**src/rtl/conv_window_ctrl_pkg.sv**
```systemverilog
// Shared definitions for the conv-stage stream controllers.
// Holds the controller state encoding and elaboration-time width helpers.
// Pure declarations: no logic, no latency, no backpressure.
package conv_window_ctrl_pkg;

  // Controller state encoding; 3 bits leaves room for future stages.
  typedef enum logic [2:0] {
    ST_IDLE  = 3'd0,  // waiting for pixel (0,0)
    ST_PRIME = 3'd1,  // filling K-1 rows plus K-1 pixels of the line buffer
    ST_CALC  = 3'd2,  // window-producing columns of a row
    ST_WRAP  = 3'd3,  // first K-1 columns of a row, no windows
    ST_DONE  = 3'd4   // one-cycle end-of-frame bubble
  } state_t;

  // Ceiling log2 for elaboration-time width computation.
  function automatic int clog2(input int value);
    int result;
    result = 0;
    while ((1 << result) < value) begin
      result = result + 1;
    end
    return result;
  endfunction

  // Stride phase counter width; a unit stride still needs a 1-bit vector.
  function automatic int phase_width(input int stride);
    return (stride > 1) ? clog2(stride) : 1;
  endfunction

endpackage

```
**src/rtl/conv_window_ctrl_if.sv**
```systemverilog
// Pixel-stream and window-output bundle between the pixel source/conv datapath and the controller.
// Wiring only: no latency.
// TREADY is the only backpressure towards the source; M_READY carries the conv engine's readiness.
interface conv_window_ctrl_if #(
  parameter int CW = 5
) ();

  logic          S_AXIS_TVALID;
  logic          S_AXIS_TLAST;
  logic          S_AXIS_TREADY;
  logic          M_READY;
  logic          Buf_Wr_En;
  logic          Cal_Valid;
  logic [CW-1:0] Win_Col;
  logic [CW-1:0] Win_Row;
  logic          Frame_Done;
  logic          Err_Last;

  // Environment side: pixel source and conv engine.
  modport master (
    output S_AXIS_TVALID, S_AXIS_TLAST, M_READY,
    input  S_AXIS_TREADY, Buf_Wr_En, Cal_Valid, Win_Col, Win_Row, Frame_Done, Err_Last
  );

  // Controller side.
  modport slave (
    input  S_AXIS_TVALID, S_AXIS_TLAST, M_READY,
    output S_AXIS_TREADY, Buf_Wr_En, Cal_Valid, Win_Col, Win_Row, Frame_Done, Err_Last
  );

endinterface

```
**src/rtl/conv_window_ctrl_win_pos_counter.sv**
```systemverilog
// Raster position counters (col/row) plus mod-STRIDE phase counters anchored at col/row K-1.
// Latency: outputs describe the pixel the next beat will consume; they advance 1 cycle after adv_i.
// Backpressure: holds every count while adv_i is low.
module conv_window_ctrl_win_pos_counter
  import conv_window_ctrl_pkg::*;
#(
  parameter int IMG_W  = 28,
  parameter int IMG_H  = 28,
  parameter int K      = 5,
  parameter int STRIDE = 1,
  parameter int CW     = 5,
  parameter int PW     = 1
) (
  input  logic          clk_i,
  input  logic          rst_ni,
  input  logic          adv_i,
  output logic [CW-1:0] col_o,
  output logic [CW-1:0] row_o,
  output logic [PW-1:0] col_ph_o,
  output logic [PW-1:0] row_ph_o,
  output logic          col_last_o,
  output logic          row_last_o
);

  localparam logic [CW-1:0] COL_MAX = CW'(IMG_W - 1);
  localparam logic [CW-1:0] ROW_MAX = CW'(IMG_H - 1);
  localparam logic [CW-1:0] ANCHOR  = CW'(K - 1);
  localparam logic [PW-1:0] PH_MAX  = PW'(STRIDE - 1);

  logic [CW-1:0] col_q, col_d;
  logic [CW-1:0] row_q, row_d;
  logic [PW-1:0] col_ph_q, col_ph_d;
  logic [PW-1:0] row_ph_q, row_ph_d;

  // The phase restarts at the first window-capable coordinate and then cycles
  // 0..STRIDE-1, so "phase == 0" marks stride-aligned positions without a divider.
  // Before the anchor the phase value is irrelevant.
  function automatic logic [PW-1:0] next_phase(input logic [CW-1:0] nxt_pos,
                                               input logic [PW-1:0] cur_ph);
    logic [PW-1:0] ph;
    if (nxt_pos == ANCHOR) begin
      ph = '0;
    end else if (cur_ph == PH_MAX) begin
      ph = '0;
    end else begin
      ph = cur_ph + 1'b1;
    end
    return ph;
  endfunction

  assign col_last_o = (col_q == COL_MAX);
  assign row_last_o = (row_q == ROW_MAX);
  assign col_o      = col_q;
  assign row_o      = row_q;
  assign col_ph_o   = col_ph_q;
  assign row_ph_o   = row_ph_q;

  // Next position: step the column, wrap into the next row, wrap the frame to (0,0).
  always_comb begin
    col_d    = col_q;
    row_d    = row_q;
    col_ph_d = col_ph_q;
    row_ph_d = row_ph_q;
    if (adv_i) begin
      if (col_last_o) begin
        col_d    = '0;
        col_ph_d = '0;
        row_d    = row_last_o ? '0 : row_q + 1'b1;
        row_ph_d = next_phase(row_d, row_ph_q);
      end else begin
        col_d    = col_q + 1'b1;
        col_ph_d = next_phase(col_d, col_ph_q);
      end
    end
  end

  // Position and phase registers.
  always_ff @(posedge clk_i or negedge rst_ni) begin
    if (!rst_ni) begin
      col_q    <= '0;
      row_q    <= '0;
      col_ph_q <= '0;
      row_ph_q <= '0;
    end else begin
      col_q    <= col_d;
      row_q    <= row_d;
      col_ph_q <= col_ph_d;
      row_ph_q <= row_ph_d;
    end
  end

endmodule

```
**src/rtl/conv_window_ctrl.sv**
```systemverilog
// Sliding-window controller: counts accepted pixels, strobes line-buffer writes and window-valid with coordinates.
// Latency: Buf_Wr_En combinational with the beat; Cal_Valid/Win_*/Frame_Done/Err_Last registered, 1 cycle after the beat.
// Backpressure: TREADY = M_READY and not in the end-of-frame bubble; everything freezes while no beat occurs.
module conv_window_ctrl
  import conv_window_ctrl_pkg::*;
#(
  parameter int IMG_W  = 28,
  parameter int IMG_H  = 28,
  parameter int K      = 5,
  parameter int STRIDE = 1,
  parameter int CW     = 5
) (
  input  logic          S_AXIS_ACLK,
  input  logic          S_AXIS_ARESETN,
  conv_window_ctrl_if.slave s_axis
);

  localparam int PW = phase_width(STRIDE);

  localparam logic [CW-1:0] ANCHOR    = CW'(K - 1);
  localparam logic [CW-1:0] PRIME_COL = CW'(K - 2);

  // Reject geometries the counters and state machine cannot represent.
  if (K < 2 || IMG_W < K || IMG_H < K || STRIDE < 1 || STRIDE > K ||
      IMG_W > (1 << CW) || IMG_H > (1 << CW)) begin : g_bad_geometry
    $error("conv_window_ctrl: illegal IMG_W/IMG_H/K/STRIDE/CW combination");
  end

  state_t        state_q;
  logic          cal_valid_q;
  logic [CW-1:0] win_col_q;
  logic [CW-1:0] win_row_q;
  logic          frame_done_q;
  logic          err_last_q;

  logic          tready;
  logic          beat;
  logic          win_hit;
  logic          last_mismatch;
  logic [CW-1:0] col;
  logic [CW-1:0] row;
  logic [PW-1:0] col_ph;
  logic [PW-1:0] row_ph;
  logic          col_last;
  logic          row_last;

  // The DONE bubble is the only cycle the controller itself refuses pixels.
  assign tready = s_axis.M_READY && (state_q != ST_DONE);
  assign beat   = s_axis.S_AXIS_TVALID && tready;

  // A window is complete when its bottom-right pixel lands on a stride-aligned position.
  assign win_hit = beat && (state_q == ST_CALC) && (row >= ANCHOR) && (col >= ANCHOR) &&
                   (col_ph == '0) && (row_ph == '0);

  // Internal geometry is authoritative; TLAST is only cross-checked.
  assign last_mismatch = beat && (s_axis.S_AXIS_TLAST != col_last);

  assign s_axis.S_AXIS_TREADY = tready;
  assign s_axis.Buf_Wr_En     = beat;
  assign s_axis.Cal_Valid     = cal_valid_q;
  assign s_axis.Win_Col       = win_col_q;
  assign s_axis.Win_Row       = win_row_q;
  assign s_axis.Frame_Done    = frame_done_q;
  assign s_axis.Err_Last      = err_last_q;

  conv_window_ctrl_win_pos_counter #(
    .IMG_W  (IMG_W),
    .IMG_H  (IMG_H),
    .K      (K),
    .STRIDE (STRIDE),
    .CW     (CW),
    .PW     (PW)
  ) u_pos (
    .clk_i      (S_AXIS_ACLK),
    .rst_ni     (S_AXIS_ARESETN),
    .adv_i      (beat),
    .col_o      (col),
    .row_o      (row),
    .col_ph_o   (col_ph),
    .row_ph_o   (row_ph),
    .col_last_o (col_last),
    .row_last_o (row_last)
  );

  // Frame state machine with registered window, frame-done and TLAST-error outputs.
  always_ff @(posedge S_AXIS_ACLK or negedge S_AXIS_ARESETN) begin
    if (!S_AXIS_ARESETN) begin
      state_q      <= ST_IDLE;
      cal_valid_q  <= 1'b0;
      win_col_q    <= '0;
      win_row_q    <= '0;
      frame_done_q <= 1'b0;
      err_last_q   <= 1'b0;
    end else begin
      cal_valid_q  <= win_hit;
      frame_done_q <= 1'b0;
      if (win_hit) begin
        win_col_q <= col - ANCHOR;
        win_row_q <= row - ANCHOR;
      end
      if (last_mismatch) begin
        err_last_q <= 1'b1;
      end
      case (state_q)
        ST_IDLE: begin
          if (beat) begin
            state_q <= ST_PRIME;
          end
        end
        ST_PRIME: begin
          if (beat && (row == ANCHOR) && (col == PRIME_COL)) begin
            state_q <= ST_CALC;
          end
        end
        ST_CALC: begin
          if (beat && col_last) begin
            if (row_last) begin
              state_q      <= ST_DONE;
              frame_done_q <= 1'b1;
            end else begin
              state_q <= ST_WRAP;
            end
          end
        end
        ST_WRAP: begin
          if (beat && (col == PRIME_COL)) begin
            state_q <= ST_CALC;
          end
        end
        ST_DONE: begin
          state_q <= ST_IDLE;
        end
        default: begin
          state_q <= ST_IDLE;
        end
      endcase
    end
  end

endmodule

```
**src/flat_wrapper.sv**
```systemverilog
// flat-port wrapper written by rule: the top's interface ports become plain ports
module conv_window_ctrl_flat import conv_window_ctrl_pkg::*;
#(
  parameter int IMG_W  = 28,
  parameter int IMG_H  = 28,
  parameter int K      = 5,
  parameter int STRIDE = 1,
  parameter int CW     = 5
)
  (S_AXIS_ACLK, S_AXIS_ARESETN, s_axis_S_AXIS_TVALID, s_axis_S_AXIS_TLAST, s_axis_M_READY, s_axis_S_AXIS_TREADY, s_axis_Buf_Wr_En, s_axis_Cal_Valid, s_axis_Win_Col, s_axis_Win_Row, s_axis_Frame_Done, s_axis_Err_Last);
  conv_window_ctrl_if #(.CW(CW)) s_axis_i ();
  input  logic S_AXIS_ACLK;
  input  logic S_AXIS_ARESETN;
  input wire logic [$bits(s_axis_i.S_AXIS_TVALID)-1:0] s_axis_S_AXIS_TVALID;
  input wire logic [$bits(s_axis_i.S_AXIS_TLAST)-1:0] s_axis_S_AXIS_TLAST;
  input wire logic [$bits(s_axis_i.M_READY)-1:0] s_axis_M_READY;
  output wire logic [$bits(s_axis_i.S_AXIS_TREADY)-1:0] s_axis_S_AXIS_TREADY;
  output wire logic [$bits(s_axis_i.Buf_Wr_En)-1:0] s_axis_Buf_Wr_En;
  output wire logic [$bits(s_axis_i.Cal_Valid)-1:0] s_axis_Cal_Valid;
  output wire logic [$bits(s_axis_i.Win_Col)-1:0] s_axis_Win_Col;
  output wire logic [$bits(s_axis_i.Win_Row)-1:0] s_axis_Win_Row;
  output wire logic [$bits(s_axis_i.Frame_Done)-1:0] s_axis_Frame_Done;
  output wire logic [$bits(s_axis_i.Err_Last)-1:0] s_axis_Err_Last;
  assign s_axis_i.S_AXIS_TVALID = s_axis_S_AXIS_TVALID;
  assign s_axis_i.S_AXIS_TLAST = s_axis_S_AXIS_TLAST;
  assign s_axis_i.M_READY = s_axis_M_READY;
  assign s_axis_S_AXIS_TREADY = s_axis_i.S_AXIS_TREADY;
  assign s_axis_Buf_Wr_En = s_axis_i.Buf_Wr_En;
  assign s_axis_Cal_Valid = s_axis_i.Cal_Valid;
  assign s_axis_Win_Col = s_axis_i.Win_Col;
  assign s_axis_Win_Row = s_axis_i.Win_Row;
  assign s_axis_Frame_Done = s_axis_i.Frame_Done;
  assign s_axis_Err_Last = s_axis_i.Err_Last;
  conv_window_ctrl #(.IMG_W(IMG_W), .IMG_H(IMG_H), .K(K), .STRIDE(STRIDE), .CW(CW)) u_core (.S_AXIS_ACLK(S_AXIS_ACLK), .S_AXIS_ARESETN(S_AXIS_ARESETN), .s_axis(s_axis_i));
endmodule
```
**config.mk**
```make
export PLATFORM = sky130hd
export DESIGN_NAME = conv_window_ctrl_flat
export DESIGN_NICKNAME = d
export VERILOG_FILES = /design/src/rtl/conv_window_ctrl_pkg.sv /design/src/rtl/conv_window_ctrl_if.sv /design/src/rtl/conv_window_ctrl_win_pos_counter.sv /design/src/rtl/conv_window_ctrl.sv /design/src/flat_wrapper.sv
export SDC_FILE = /design/constraint.sdc
export NUM_CORES = 1
export LEC_CHECK = 0
export ABC_AREA = 1
export ABC_CLOCK_PERIOD_IN_PS = 1450
export CELL_PAD_IN_SITES_DETAIL_PLACEMENT = 0
export CELL_PAD_IN_SITES_GLOBAL_PLACEMENT = 2
export CORE_MARGIN = 3
export CORE_UTILIZATION = 29
export CTS_CLUSTER_DIAMETER = 120
export DETAILED_ROUTE_END_ITERATION = 10
export GPL_TIMING_DRIVEN = 0
export MAX_ROUTING_LAYER = met4
export PLACE_DENSITY = 0.84
export SKIP_LAST_GASP = 1
export SLEW_MARGIN = 20
export SYNTH_ARGS = -nofsm -noshare
export SYNTH_HDL_FRONTEND = slang
export SYNTH_HIERARCHICAL = 1
export SYNTH_SLANG_ARGS = --single-unit
```
**constraint.sdc**
```tcl
create_clock -name S_AXIS_ACLK -period 1.45 [get_ports S_AXIS_ACLK]
set_input_delay 0.29 -clock S_AXIS_ACLK [delete_from_list [all_inputs] [get_ports S_AXIS_ACLK]]
set_output_delay 0.29 -clock S_AXIS_ACLK [all_outputs]
set_load 0.02 [all_outputs]
```
==> flow_metrics.py, run 1 <==
metrics = {
    "status": {
        "run_status": "finished with violations",
        "violations": "negative setup slack",
    },
    "synthesis": {
        "netlist_instances": 188,
        "synth-seq-area-share": 0.429,
        "netlist.top_cell.by_area": "dfrtp_1",
        "synth_top_area_frac": 0.429,
        "post_synth_num_cell_types": 31,
        "synth_area_per_cell_um2": 8.07,
        "synth.top_cells.by_area": "dfrtp_1, nand2_1, ha_1",
        "postSynthRegisterBits": 26,
        "syn_std_cell_area_mm2": 0.00152,
        "ys_warn_count": 6,
    },
    "setup_path": {
        "worstSetupEndpointType": "output port",
        "timing.critical_path.arrival_ps": 1260,
        "crit_path_start_kind": "flip-flop",
        "worst-setup-path-type": "reg -> out",
        "highest_net_fanout_along_the_worst_path": 4,
        "worstPathRequired_ps": 1160,
    },
    "sta": {
        "timing_hold_violations_final": 0,
        "max_slew.worst_pin.slew_ps": 601,
        "setup-violations-final": 8,
        "layout_worst_path_cycle_share": 1.07,
        "achievable_clock_frequency_ghz": 0.644,
        "finalWorstSetupSlack_ps": -104,
        "finalWorstPathRequiredPeriod_ps": 1550,
        "timing_max_transition_violations_final": 0,
        "grt_setup_unrepaired": "yes",
        "finClkSkew_ps": 4.48,
        "timing.setup.tns_ps": -200,
        "slew_headroom": 0.599,
    },
    "hold_path": {
        "hold_path.class": "in -> async",
    },
    "cells_and_area": {
        "fin_area_mm2": 0.00213,
        "diodes_inserted": 0,
        "final_cell_count_no_fill": 303,
        "multiInputGateArea_um2": 828,
        "flip_flop_and_latch_area_um2": 663,
        "area_growth_syn_to_layout_pct": 40.5,
        "drive_above_1_share": 0.390,
        "mostFrequentLayoutCells": "nand2_1, buf_4, dfrtp_1",
        "postLayoutCoreUtil": 0.437,
        "final_common_cell": "nand2_1",
        "fillCellCount": 519,
        "fin_nets": 249,
    },
    "grt": {
        "gr-total-overflow": 0,
        "number_of_antenna_violations_at_the_first_check_in_global_routing": 0,
        "grt_first_pass_wirelength_mm": 5.89,
        "grt_start_max_net_pins": 27,
        "grt_usage": 0.124,
        "first_global_vias": 1231,
    },
    "power_and_ir_drop": {
        "p_sw_frac": 0.370,
        "sequentialPowerShare": 0.403,
        "power_switching_mw": 0.896,
        "internal_power_mw": 1.52,
        "power.total_mw": 2.42,
        "clock_power_share": 0.200,
        "pwr_density_cell_mw_per_mm2": 1140,
        "power.combinational.fraction": 0.398,
        "p_leak_nw": 1.13,
        "irDropWorstVdd_mv": 0.437,
    },
    "routing": {
        "routed_vias": 1324,
        "initialDrtViolationCount": 68,
        "drcViolationCount": 0,
        "drt-wirelength-per-cell_um": 11.9,
        "drtPass1Iterations": 4,
        "route.final.wire_length_mm": 3.59,
        "detail-route-antenna-nets": 0,
        "avgViaCountPerCell": 4.37,
    },
    "clocking": {
        "holdBufCountCts": 0,
        "clkSlewWorstSetupHoldPaths_ps": 100,
        "tritoncts.num_buffers": 3,
        "clock_tree.root_cell": "clkbuf_8",
        "cts_sinks": 26,
        "clock_insertion_delay_worst_skew_ps": 270,
        "cts_htree_levels": 1,
        "cts_tree": "built",
        "clock_path_buffers": 2,
    },
    "floorplanning": {
        "die_area_mm2": 0.00613,
        "chipWidth_um": 78.3,
        "die-height_um": 78.3,
        "num_rows": 25,
        "core_mm2": 0.00488,
        "initial_utilization": 0.311,
        "design.portCount": 20,
    },
    "placed_design": {
        "detail_placement_hpwl_mm": 2.22,
        "placement.cell_area_mm2": 0.00179,
        "routability_congestion_estimate": 0.753,
        "portBuffers": 19,
        "placed_cells_incl_taps": 275,
    },
    "flow_run": {
        "max-cap-violations": 0,
    },
}
power by group through the flow:
stage	registers (mW)	clock network, mW	logic [mW]
2_1_floorplan	0.967	0	0.496
3_3_place_gp	1.02	0	0.604
3_5_place_dp	1.02	0	0.600
4_1_cts	0.972	0.507	0.792
5_1_grt	0.999	0.532	1.07
6_report	0.974	0.483	0.962
layer usage:
metal | wire length [um] | global-route usage | vias to the layer above | part of all wire
li1 | - | - | 689 | -
met1 | 1850 | 0.172 | 613 | 0.52
met2 | 1600 | 0.187 | 20 | 0.45
met4 | 29 | 0.0420 | 0 | 0.0081
met5 | 0 | - | - | 0
met3 | 105 | 0.0149 | 2 | 0.029
critical path, stage by stage, from the launching register on:
cell and delay [ps]:
dfrtp_2 440, nor2_4 130, nand2_4 60, nand3_4 80
clkinvlp_4 130, buf_6 150
registers in the layout, indices dropped and copies added, names as in the netlist:
register and flops:
u_core/s_axis.Win_Col 5, u_core/s_axis.Cal_Valid 1, u_core/u_pos/row_o 5, u_core/s_axis.Frame_Done 1, u_core/s_axis.Err_Last 1, u_core/state_q 3, u_core/s_axis.Win_Row 5, u_core/u_pos/col_o 5
path summary, 6_finish.rpt:
path	from	to	slack, ps	cells past startpoint
max reg2reg	u_core/state_q[0]	u_core/u_pos/col_o[2]	-30	10
min reg2reg	u_core/s_axis.Win_Col[0]	u_core/s_axis.Win_Col[0]	480	2
min in group S_AXIS_ACLK	u_core/s_axis.Win_Col[0]	u_core/s_axis.Win_Col[0]	480	2
max in group asynchronous	S_AXIS_ARESETN	u_core/u_pos/col_o[4]	1000	1
min	S_AXIS_ARESETN	u_core/state_q[0]	10	1
max	u_core/state_q[0]	s_axis_Buf_Wr_En	-100	5
logic make-up after synthesis:
kind of cell / Yosys count / share of synthesized area
multiplexers: 1 / 0.00743
buffers and inverters: 29 / 0.0899
other: 1 / 0.00247
AND/OR/NAND/NOR: 112 / 0.358
AO/OA/AOI/OAI: 8 / 0.0322
adder cells (fa/ha/maj): 7 / 0.0578
XOR/XNOR: 4 / 0.0231
flip-flops: 26 / 0.429
synthesized netlist by cell type:
cell type / n
nand3_2: 1
a211oi_1: 1
nand3b_1: 2
buf_4: 3
inv_1: 20
nor2_4: 3
nand2_1: 63
xnor2_1: 2
nor2_1: 13
conb_1: 1
nor3_1: 3
o21ai_0: 2
nand3_4: 2
buf_2: 1
nor2_2: 2
xor2_1: 2
a31oi_1: 1
mux2_2: 1
a21boi_0: 1
nand3_1: 13
or2_2: 1
inv_2: 3
buf_6: 2
nor3_2: 1
nand4_1: 6
ha_1: 7
nand2_4: 1
nand2_2: 1
a21oi_1: 2
dfrtp_1: 26
o21bai_1: 1
final cells by class:
class	instances	share of cell area
multi-input combinational	135	0.389
sequential	26	0.311
timing repair buffer	42	0.165
inverter	23	0.0446
tap	67	0.0393
clock buffer	4	0.0258
buffer	6	0.0252
metrics by stage:
| stage | hold WS, ps | worst slack [ps] |
|---|---|---|
| final | 13.6 | -104 |
| after global routing | 58.2 | -177 |
| after CTS | 40.6 | -134 |
| after detailed placement | 346 | -706 |
| after global placement | 456 | -704 |
| after floorplan | -5.59 | -65.5 |
repair_timing:
| item | in CTS | in global routing |
|---|---|---|
| setup endpoints to repair | 35 | 27 |
| gates resized for setup | 40 | 38 |
| setup buffers | 13 | 9 |
| gates cloned | 1 | 1 |
| pin swaps | 4 | 8 |
No activity file was read; power rests on OpenSTA's default activity.
==> run 2: changes to the inputs <==
--- a/config.mk
+++ b/config.mk
@@ -9,9 +9,10 @@
 export ABC_CLOCK_PERIOD_IN_PS = 1450
 export CELL_PAD_IN_SITES_DETAIL_PLACEMENT = 0
 export CELL_PAD_IN_SITES_GLOBAL_PLACEMENT = 2
-export CORE_MARGIN = 3
+export CORE_MARGIN = 10
 export CORE_UTILIZATION = 29
 export CTS_CLUSTER_DIAMETER = 120
+export CTS_CLUSTER_SIZE = 30
 export DETAILED_ROUTE_END_ITERATION = 10
 export GPL_TIMING_DRIVEN = 0
 export MAX_ROUTING_LAYER = met4
==> flow_metrics.py, run 2 (synthesis results as in run 1) <==
metrics = {
    "setup_path": {
        "timing.rr.end": "u_core/s_axis.Win_Row[4]",
        "reg2reg_setup_slack_ps": -30,
        "highest_net_fanout_along_the_worst_path": 2,
        "worstPathRequired_ps": 1160,
        "r2r_cells": 9,
        "timing.critical_path.arrival_ps": 1240,
        "worstSetupEndpointType": "output port",
        "worst_r2r_startpoint": "u_core/state_q[2]",
        "crit_path_start_kind": "flip-flop",
        "worst-setup-path-type": "reg -> out",
    },
    "routing": {
        "initialDrtViolationCount": 35,
        "drt-wirelength-per-cell_um": 12.6,
        "drcViolationCount": 0,
        "route.final.wire_length_mm": 3.87,
        "detail-route-antenna-nets": 0,
        "avgViaCountPerCell": 4.34,
        "routed_vias": 1332,
        "drtPass1Iterations": 4,
    },
    "power_and_ir_drop": {
        "pwr_density_cell_mw_per_mm2": 1190,
        "p_leak_nw": 1.15,
        "irDropWorstVdd_mv": 0.455,
        "power.total_mw": 2.62,
    },
    "sta": {
        "timing_max_transition_violations_final": 0,
        "achievable_clock_frequency_ghz": 0.652,
        "setup-violations-final": 12,
        "layout_worst_path_cycle_share": 1.06,
        "finClkSkew_ps": 7.07,
        "finalWorstPathRequiredPeriod_ps": 1530,
        "grt_setup_unrepaired": "yes",
        "finalWorstSetupSlack_ps": -83.0,
        "timing_hold_violations_final": 0,
        "max_slew.worst_pin.slew_ps": 596,
        "slew_headroom": 0.603,
        "timing.setup.tns_ps": -341,
    },
    "grt": {
        "grt_start_max_net_pins": 27,
        "first_global_vias": 1260,
        "grt_first_pass_wirelength_mm": 5.98,
        "number_of_antenna_violations_at_the_first_check_in_global_routing": 0,
        "gr-total-overflow": 0,
        "grt_usage": 0.0877,
    },
    "clocking": {
        "cts_htree_levels": 1,
        "clock_insertion_delay_worst_skew_ps": 280,
        "cts_tree": "built",
        "cts_sinks": 26,
        "tritoncts.num_buffers": 3,
        "clock_path_buffers": 2,
        "clock_tree.root_cell": "clkbuf_8",
        "clkSlewWorstSetupHoldPaths_ps": 100,
    },
    "cells_and_area": {
        "diodes_inserted": 0,
        "fin_area_mm2": 0.00220,
        "drive_above_1_share": 0.414,
        "area_growth_syn_to_layout_pct": 45.2,
        "mostFrequentLayoutCells": "nand2_1, buf_4, dfrtp_1",
        "postLayoutCoreUtil": 0.434,
        "final_common_cell": "nand2_1",
        "fin_nets": 250,
    },
    "floorplanning": {
        "chipWidth_um": 92.3,
        "die_area_mm2": 0.00852,
        "core_mm2": 0.00507,
        "num_rows": 26,
        "die-height_um": 92.3,
        "initial_utilization": 0.299,
        "design.portCount": 20,
    },
    "status": {
        "run_status": "finished with violations",
        "violations": "negative setup slack",
    },
    "placed_design": {
        "portBuffers": 19,
        "placement.cell_area_mm2": 0.00179,
        "routability_congestion_estimate": 0.798,
        "detail_placement_hpwl_mm": 2.43,
        "detailedPlace.worstSlack_ps": -705,
    },
    "flow_run": {
        "max-cap-violations": 0,
    },
    "hold_path": {
        "hold_path.class": "in -> async",
    },
}
==> run 2: cell types whose count changed in the layout (fill, tap and decap cells not counted), sizes merged <==
cell,before,now
buf,32,34
bufinv,0,1
clkbuf,4,3
clkdlybuf4s50,2,1
dlymetal6s2s,0,1
nand3,17,16
==> run 2: worst max-delay path by stage <==
stage / depth (start not counted) / to / from / slack, ps
final: 5 / s_axis_Buf_Wr_En / u_core/state_q[0] / -80
after global routing: 5 / s_axis_Buf_Wr_En / u_core/state_q[0] / -140
after CTS: 5 / s_axis_Buf_Wr_En / u_core/state_q[1] / -130
after detailed placement: 4 / s_axis_Buf_Wr_En / s_axis_M_READY / -700
after global placement: 4 / s_axis_Buf_Wr_En / s_axis_M_READY / -710
after floorplan: 9 / u_core/u_pos/col_o[2] / u_core/state_q[1] / -70
==> run 2: layer usage <==
| metal | up-vias | part of all wire | track usage |
|---|---|---|---|
| met5 | - | 0 | - |
| met4 | 0 | 0.013 | 0.0347 |
| met3 | 5 | 0.041 | 0.0210 |
| met2 | 19 | 0.47 | 0.143 |
| met1 | 615 | 0.47 | 0.102 |
| li1 | 693 | - | - |
==> run 2: cell type report <==
cell class	count	area (um2)
Timing Repair Buffer	44	373
Clock inverter	1	30.0
Clock buffer	3	41.3
Multi-Input combinational cell	134	860
Fill cell	525	2870
Tap cell	70	87.6
Inverter	23	92.6
Buffer	6	53.8
Sequential cell	26	664
==> run 2: worst max-delay path: stages (launching register included) <==
cell and delay (ps):
dfrtp_1 420, nor2_4 140, nand2_4 60, nand3_4 90, clkinvlp_4 110, buf_6 140
==> run 2: where the power goes <==
part	internal [mW]	switching, mW
registers	0.838	0.151
clock network	0.370	0.250
logic	0.482	0.531
total	1.69	0.931
==> run 2: stage by stage <==
stage | cells | hold slack, ps
5_1_grt | 307 | 44.6
2_1_floorplan | 189 | -5.59
3_5_place_dp | 278 | 339
3_3_place_gp | 278 | 453
4_1_cts | 293 | 28.7
6_report | 307 | 3.85
==> run 2: repair_timing <==
item                                    in CTS  in global routing
buffers inserted                            11                 12
gates resized for setup                     43                 46
hold buffers                                 0                  0
gates cloned                                 0                  2
pin swaps                                    5                 16
hold endpoints to repair                     0                  0
endpoints found under the setup margin      34                 24
==> run 3: changes to the inputs <==
--- a/config.mk
+++ b/config.mk
@@ -15,7 +15,6 @@
 export CTS_CLUSTER_SIZE = 30
 export DETAILED_ROUTE_END_ITERATION = 10
 export GPL_TIMING_DRIVEN = 0
-export MAX_ROUTING_LAYER = met4
 export PLACE_DENSITY = 0.84
 export SKIP_LAST_GASP = 1
 export SLEW_MARGIN = 20
==> flow_metrics.py, run 3 (synthesis results as in run 1) <==
metrics = {
    "clocking": {
        "cts_sinks": 26,
        "clock_insertion_delay_worst_skew_ps": 280,
        "clock_tree.root_cell": "clkbuf_8",
        "clkSlewWorstSetupHoldPaths_ps": 100,
        "tritoncts.num_buffers": 3,
        "cts_htree_levels": 1,
        "clock_path_buffers": 2,
        "cts_tree": "built",
    },
    "sta": {
        "finalWorstSetupSlack_ps": -81.2,
        "final.hold.worst_slack_ps": 4.84,
        "timing_max_transition_violations_final": 0,
        "grt_setup_unrepaired": "yes",
        "achievable_clock_frequency_ghz": 0.653,
        "slew_headroom": 0.602,
        "setup-violations-final": 12,
        "max_slew.worst_pin.slew_ps": 598,
        "finalWorstPathRequiredPeriod_ps": 1530,
        "finClkSkew_ps": 9.34,
        "timing_hold_violations_final": 0,
        "layout_worst_path_cycle_share": 1.06,
    },
    "power_and_ir_drop": {
        "power.combinational.fraction": 0.383,
        "clock_power_share": 0.237,
        "p_sw_frac": 0.351,
        "sequentialPowerShare": 0.380,
        "internal_power_mw": 1.69,
        "irDropWorstVdd_mv": 0.450,
        "pwr_density_cell_mw_per_mm2": 1190,
        "p_leak_nw": 1.15,
        "power_switching_mw": 0.913,
        "power.total_mw": 2.60,
    },
    "flow_run": {
        "max-cap-violations": 0,
    },
    "routing": {
        "drcViolationCount": 0,
        "detail-route-antenna-nets": 0,
        "avgViaCountPerCell": 4.36,
        "routed_vias": 1339,
        "drtPass1Iterations": 4,
        "drt-wirelength-per-cell_um": 12.5,
        "route.final.wire_length_mm": 3.83,
        "initialDrtViolationCount": 21,
    },
    "placed_design": {
        "detail_placement_hpwl_mm": 2.43,
        "routability_congestion_estimate": 0.787,
        "placed_cells_incl_taps": 278,
        "portBuffers": 19,
        "detailedPlace.worstSlack_ps": -705,
    },
    "cells_and_area": {
        "drive_above_1_share": 0.409,
        "postLayoutCoreUtil": 0.432,
        "final_cell_count_no_fill": 307,
        "area_growth_syn_to_layout_pct": 44.5,
        "mostFrequentLayoutCells": "nand2_1, buf_4, dfrtp_1",
        "fin_nets": 250,
        "final_common_cell": "nand2_1",
        "fillCellCount": 528,
        "diodes_inserted": 0,
    },
    "floorplanning": {
        "chipWidth_um": 92.3,
        "core_mm2": 0.00507,
        "num_rows": 26,
        "initial_utilization": 0.299,
        "die_area_mm2": 0.00852,
        "die-height_um": 92.3,
        "design.portCount": 20,
    },
    "setup_path": {
        "highest_net_fanout_along_the_worst_path": 2,
        "timing.critical_path.arrival_ps": 1240,
        "worstPathRequired_ps": 1160,
        "crit_path_start_kind": "flip-flop",
        "worst-setup-path-type": "reg -> out",
        "worst_r2r_startpoint": "u_core/state_q[2]",
        "reg2reg_setup_slack_ps": -30,
        "r2r_cells": 9,
        "timing.rr.end": "u_core/s_axis.Win_Row[4]",
        "worstSetupEndpointType": "output port",
    },
    "grt": {
        "number_of_antenna_violations_at_the_first_check_in_global_routing": 0,
        "gr-total-overflow": 0,
        "first_global_vias": 1262,
        "grt_start_max_net_pins": 27,
        "grt_first_pass_wirelength_mm": 5.98,
        "grt_usage": 0.0851,
    },
    "status": {
        "run_status": "finished with violations",
        "violations": "negative setup slack",
    },
    "hold_path": {
        "hold_path.class": "in -> async",
    },
}
==> run 3: per-layer routing <==
metal  GRT usage  wire [um]
met1       0.101       1780
met2       0.143       1820
met3      0.0226        170
met4      0.0347         52
met5           0          0
==> run 3: power groups by stage <==
| stage | logic [mW] | clock network (mW) | registers (mW) |
|---|---|---|---|
| final | 0.994 | 0.615 | 0.988 |
| after CTS | 0.792 | 0.638 | 0.971 |
| after global routing | 1.11 | 0.660 | 1.01 |
| after global placement | 0.600 | 0 | 1.02 |
| after detailed placement | 0.603 | 0 | 1.02 |
| after floorplan | 0.496 | 0 | 0.967 |
==> run 3: what timing repair did <==
item                       CTS  global route
hold buffers                 0             0
cloned                       0             2
setup endpoints to repair   34            24
buffers inserted            11            12
pin swaps                    5            17
gates resized for setup     43            45
==> run 3: how the worst max path moves through the flow <==
stage / from / end / slack (ps)
floorplan: u_core/state_q[1] / u_core/u_pos/col_o[2] / -70
global placement: s_axis_M_READY / s_axis_Buf_Wr_En / -710
detailed placement: s_axis_M_READY / s_axis_Buf_Wr_En / -700
CTS: u_core/state_q[1] / s_axis_Buf_Wr_En / -130
global route: u_core/state_q[0] / s_axis_Buf_Wr_En / -140
finish: u_core/state_q[0] / s_axis_Buf_Wr_En / -80
==> run 3: per-stage QoR <==
step	area (um2)	TNS (ps)
after floorplan	1520	-65.5
after global placement	1800	-13910
after detailed placement	1790	-4800
after CTS	1960	-156
after global routing	2190	-1550
final	2190	-349
==> run 3: area by class of cell <==
type                       instances  area [um2]  share of cell area
multi-input combinational        134         845               0.385
buffer                             6        53.8              0.0246
clock inverter                     1        30.0              0.0137
tap                               70        87.6              0.0400
sequential                        26         664               0.303
timing repair buffer              44         377               0.172
inverter                          23        92.6              0.0423
clock buffer                       3        41.3              0.0188
==> run 3: worst max-delay path: stages, from the launching register on <==
cell        delay [ps]
dfrtp_1            420
nor2_4             140
nand2_4             60
nand3_4             80
clkinvlp_4         110
buf_6              140
==> RTL edit: new RTL, flow settings as in run 2 <==
`CW` is set to 5 in 4 places; all go to 6.
--- a/src/rtl/conv_window_ctrl_if.sv
+++ b/src/rtl/conv_window_ctrl_if.sv
@@ -3,5 +3,5 @@
 // TREADY is the only backpressure towards the source; M_READY carries the conv engine's readiness.
 interface conv_window_ctrl_if #(
-  parameter int CW = 5
+  parameter int CW = 6
 ) ();
 
--- a/src/rtl/conv_window_ctrl_win_pos_counter.sv
+++ b/src/rtl/conv_window_ctrl_win_pos_counter.sv
@@ -9,5 +9,5 @@
   parameter int K      = 5,
   parameter int STRIDE = 1,
-  parameter int CW     = 5,
+  parameter int CW     = 6,
   parameter int PW     = 1
 ) (
--- a/src/rtl/conv_window_ctrl.sv
+++ b/src/rtl/conv_window_ctrl.sv
@@ -9,5 +9,5 @@
   parameter int K      = 5,
   parameter int STRIDE = 1,
-  parameter int CW     = 5
+  parameter int CW     = 6
 ) (
   input  logic          S_AXIS_ACLK,
--- a/src/flat_wrapper.sv
+++ b/src/flat_wrapper.sv
@@ -6,5 +6,5 @@
   parameter int K      = 5,
   parameter int STRIDE = 1,
-  parameter int CW     = 5
+  parameter int CW     = 6
 )
   (S_AXIS_ACLK, S_AXIS_ARESETN, s_axis_S_AXIS_TVALID, s_axis_S_AXIS_TLAST, s_axis_M_READY, s_axis_S_AXIS_TREADY, s_axis_Buf_Wr_En, s_axis_Cal_Valid, s_axis_Win_Col, s_axis_Win_Row, s_axis_Frame_Done, s_axis_Err_Last);
Interface: changed (resized s_axis_Win_Col and s_axis_Win_Row); port bits go from 20 to 22. The function was not compared with the original's and may differ.
==> RTL edit against run 2 <==
  * The flow still finishes with violations (negative setup slack)
  * Setup slack improved by 39 ps
  * Routed wire length increased by 4.2%
  * Sequential cell count increased by 4
  * Count of clock-buffer cells in the layout increased by 4
  * Sequential power increased by 9%
  * Largest power group is now sequential cells
  * Power increased by 2.7%
  * Clock skew decreased by 2.7 ps
  * Synthesized area increased by 10%
  * Fmax increased by 2.6%
  * Final area increased by 9.4%
==> RTL edit: results (changes against run 2) <==
- Setup crit start: u_core/state_q[1]
- Final Worst Setup Slack: -43.9 ps (+39.2 ps)
- Failing checks: negative setup slack
- Placed cell area: 1980 sq um (+10%)
- Switching power: 924 uW (-0.82%)
- Non-clock buffers: 48 (-4.0%)
- Via density: 4.56 (+5.1%)
- Comb pwr share: 34.3% (-4.4 points)
- # clk buffers: 7 (+4)
- Register area: 763 sq um (+15%)
- Met3 GRT Util: 2.26% (+0.16 points)
- HPWL Detailed: 2.54 mm (+4.4%)
- Cells after synthesis: 198 (+5.3%)
- Pre-CTS setup slack: -604 ps (+101 ps)
- Avg WL per Cell: 12.5 microns (-0.66%)
- M2 GR Usage: 14.3% (+0.056 points)
- Max VDD drop: 0.371 mV (-19%)
- H-tree levels: 2 (+1)
- Worst Clk Skew: 4.40 ps (-2.67 ps)
- Syn-to-layout area delta: 43.9%
- Met1 usage: 11.5% (+1.2 points)
- Post-CTS setup buffer count: 13 (+2)
- Final setup fails: 12 (unchanged)
- Multi-input combinational cell count: 145 (+8.2%)
- Largest net degree at the start of global routing: 31 (+15%)
- CTS buffer count: 5 (+2)
- Wirelength, routed: 4.03 mm (+4.2%)
- Inverters: 19 (-17%)
- Outcome: complete, but fails checks
- Reg2Reg Depth: 10 (+1)
- Multi-input gate share of the layout cell area: 38.6% (-0.38 points)
- Slew @ Worst Pin: 684 ps (+88.6 ps)
- Placed insts: 292 (+5.0%)
- Vias in the first global route: 1365 (+8.3%)
- Clk sinks: 30 (+15%)
- Final clock-cell share: 3.79% (+0.55 points)
[RTL edit: cell types whose count changed after synthesis, sizes merged, moves of 4 or more]
cell / delta
inv: -4
xnor2: +5
dfrtp: +4
o21ai: +7
[RTL edit: how the worst min path moves through the flow]
stage,to,slack [ps]
floorplan,u_core/s_axis.Cal_Valid,-6
finish,u_core/u_pos/col_o[5],50
global placement,u_core/s_axis.Win_Col[1],450
detailed placement,u_core/s_axis.Win_Col[2],380
CTS,u_core/u_pos/col_o[5],70
global route,u_core/u_pos/col_o[5],100
[RTL edit: kinds of logic after synthesis]
kind of cell	count (synthesis)	share of synthesized area (%)
xor+xnor	9	4.71
compound gates	14	6.50
simple gates	114	32.4
buf+inv	24	6.80
other cells	1	0.224
fa+ha+maj	6	4.48
flops	30	44.8
[RTL edit: layer usage]
metal	share of wire, %	up-vias	wire [microns]
met1	45	695	1820
met5	0	-	0
met4	0.82	0	33
li1	-	733	-
met2	48	36	1950
met3	5.6	4	224
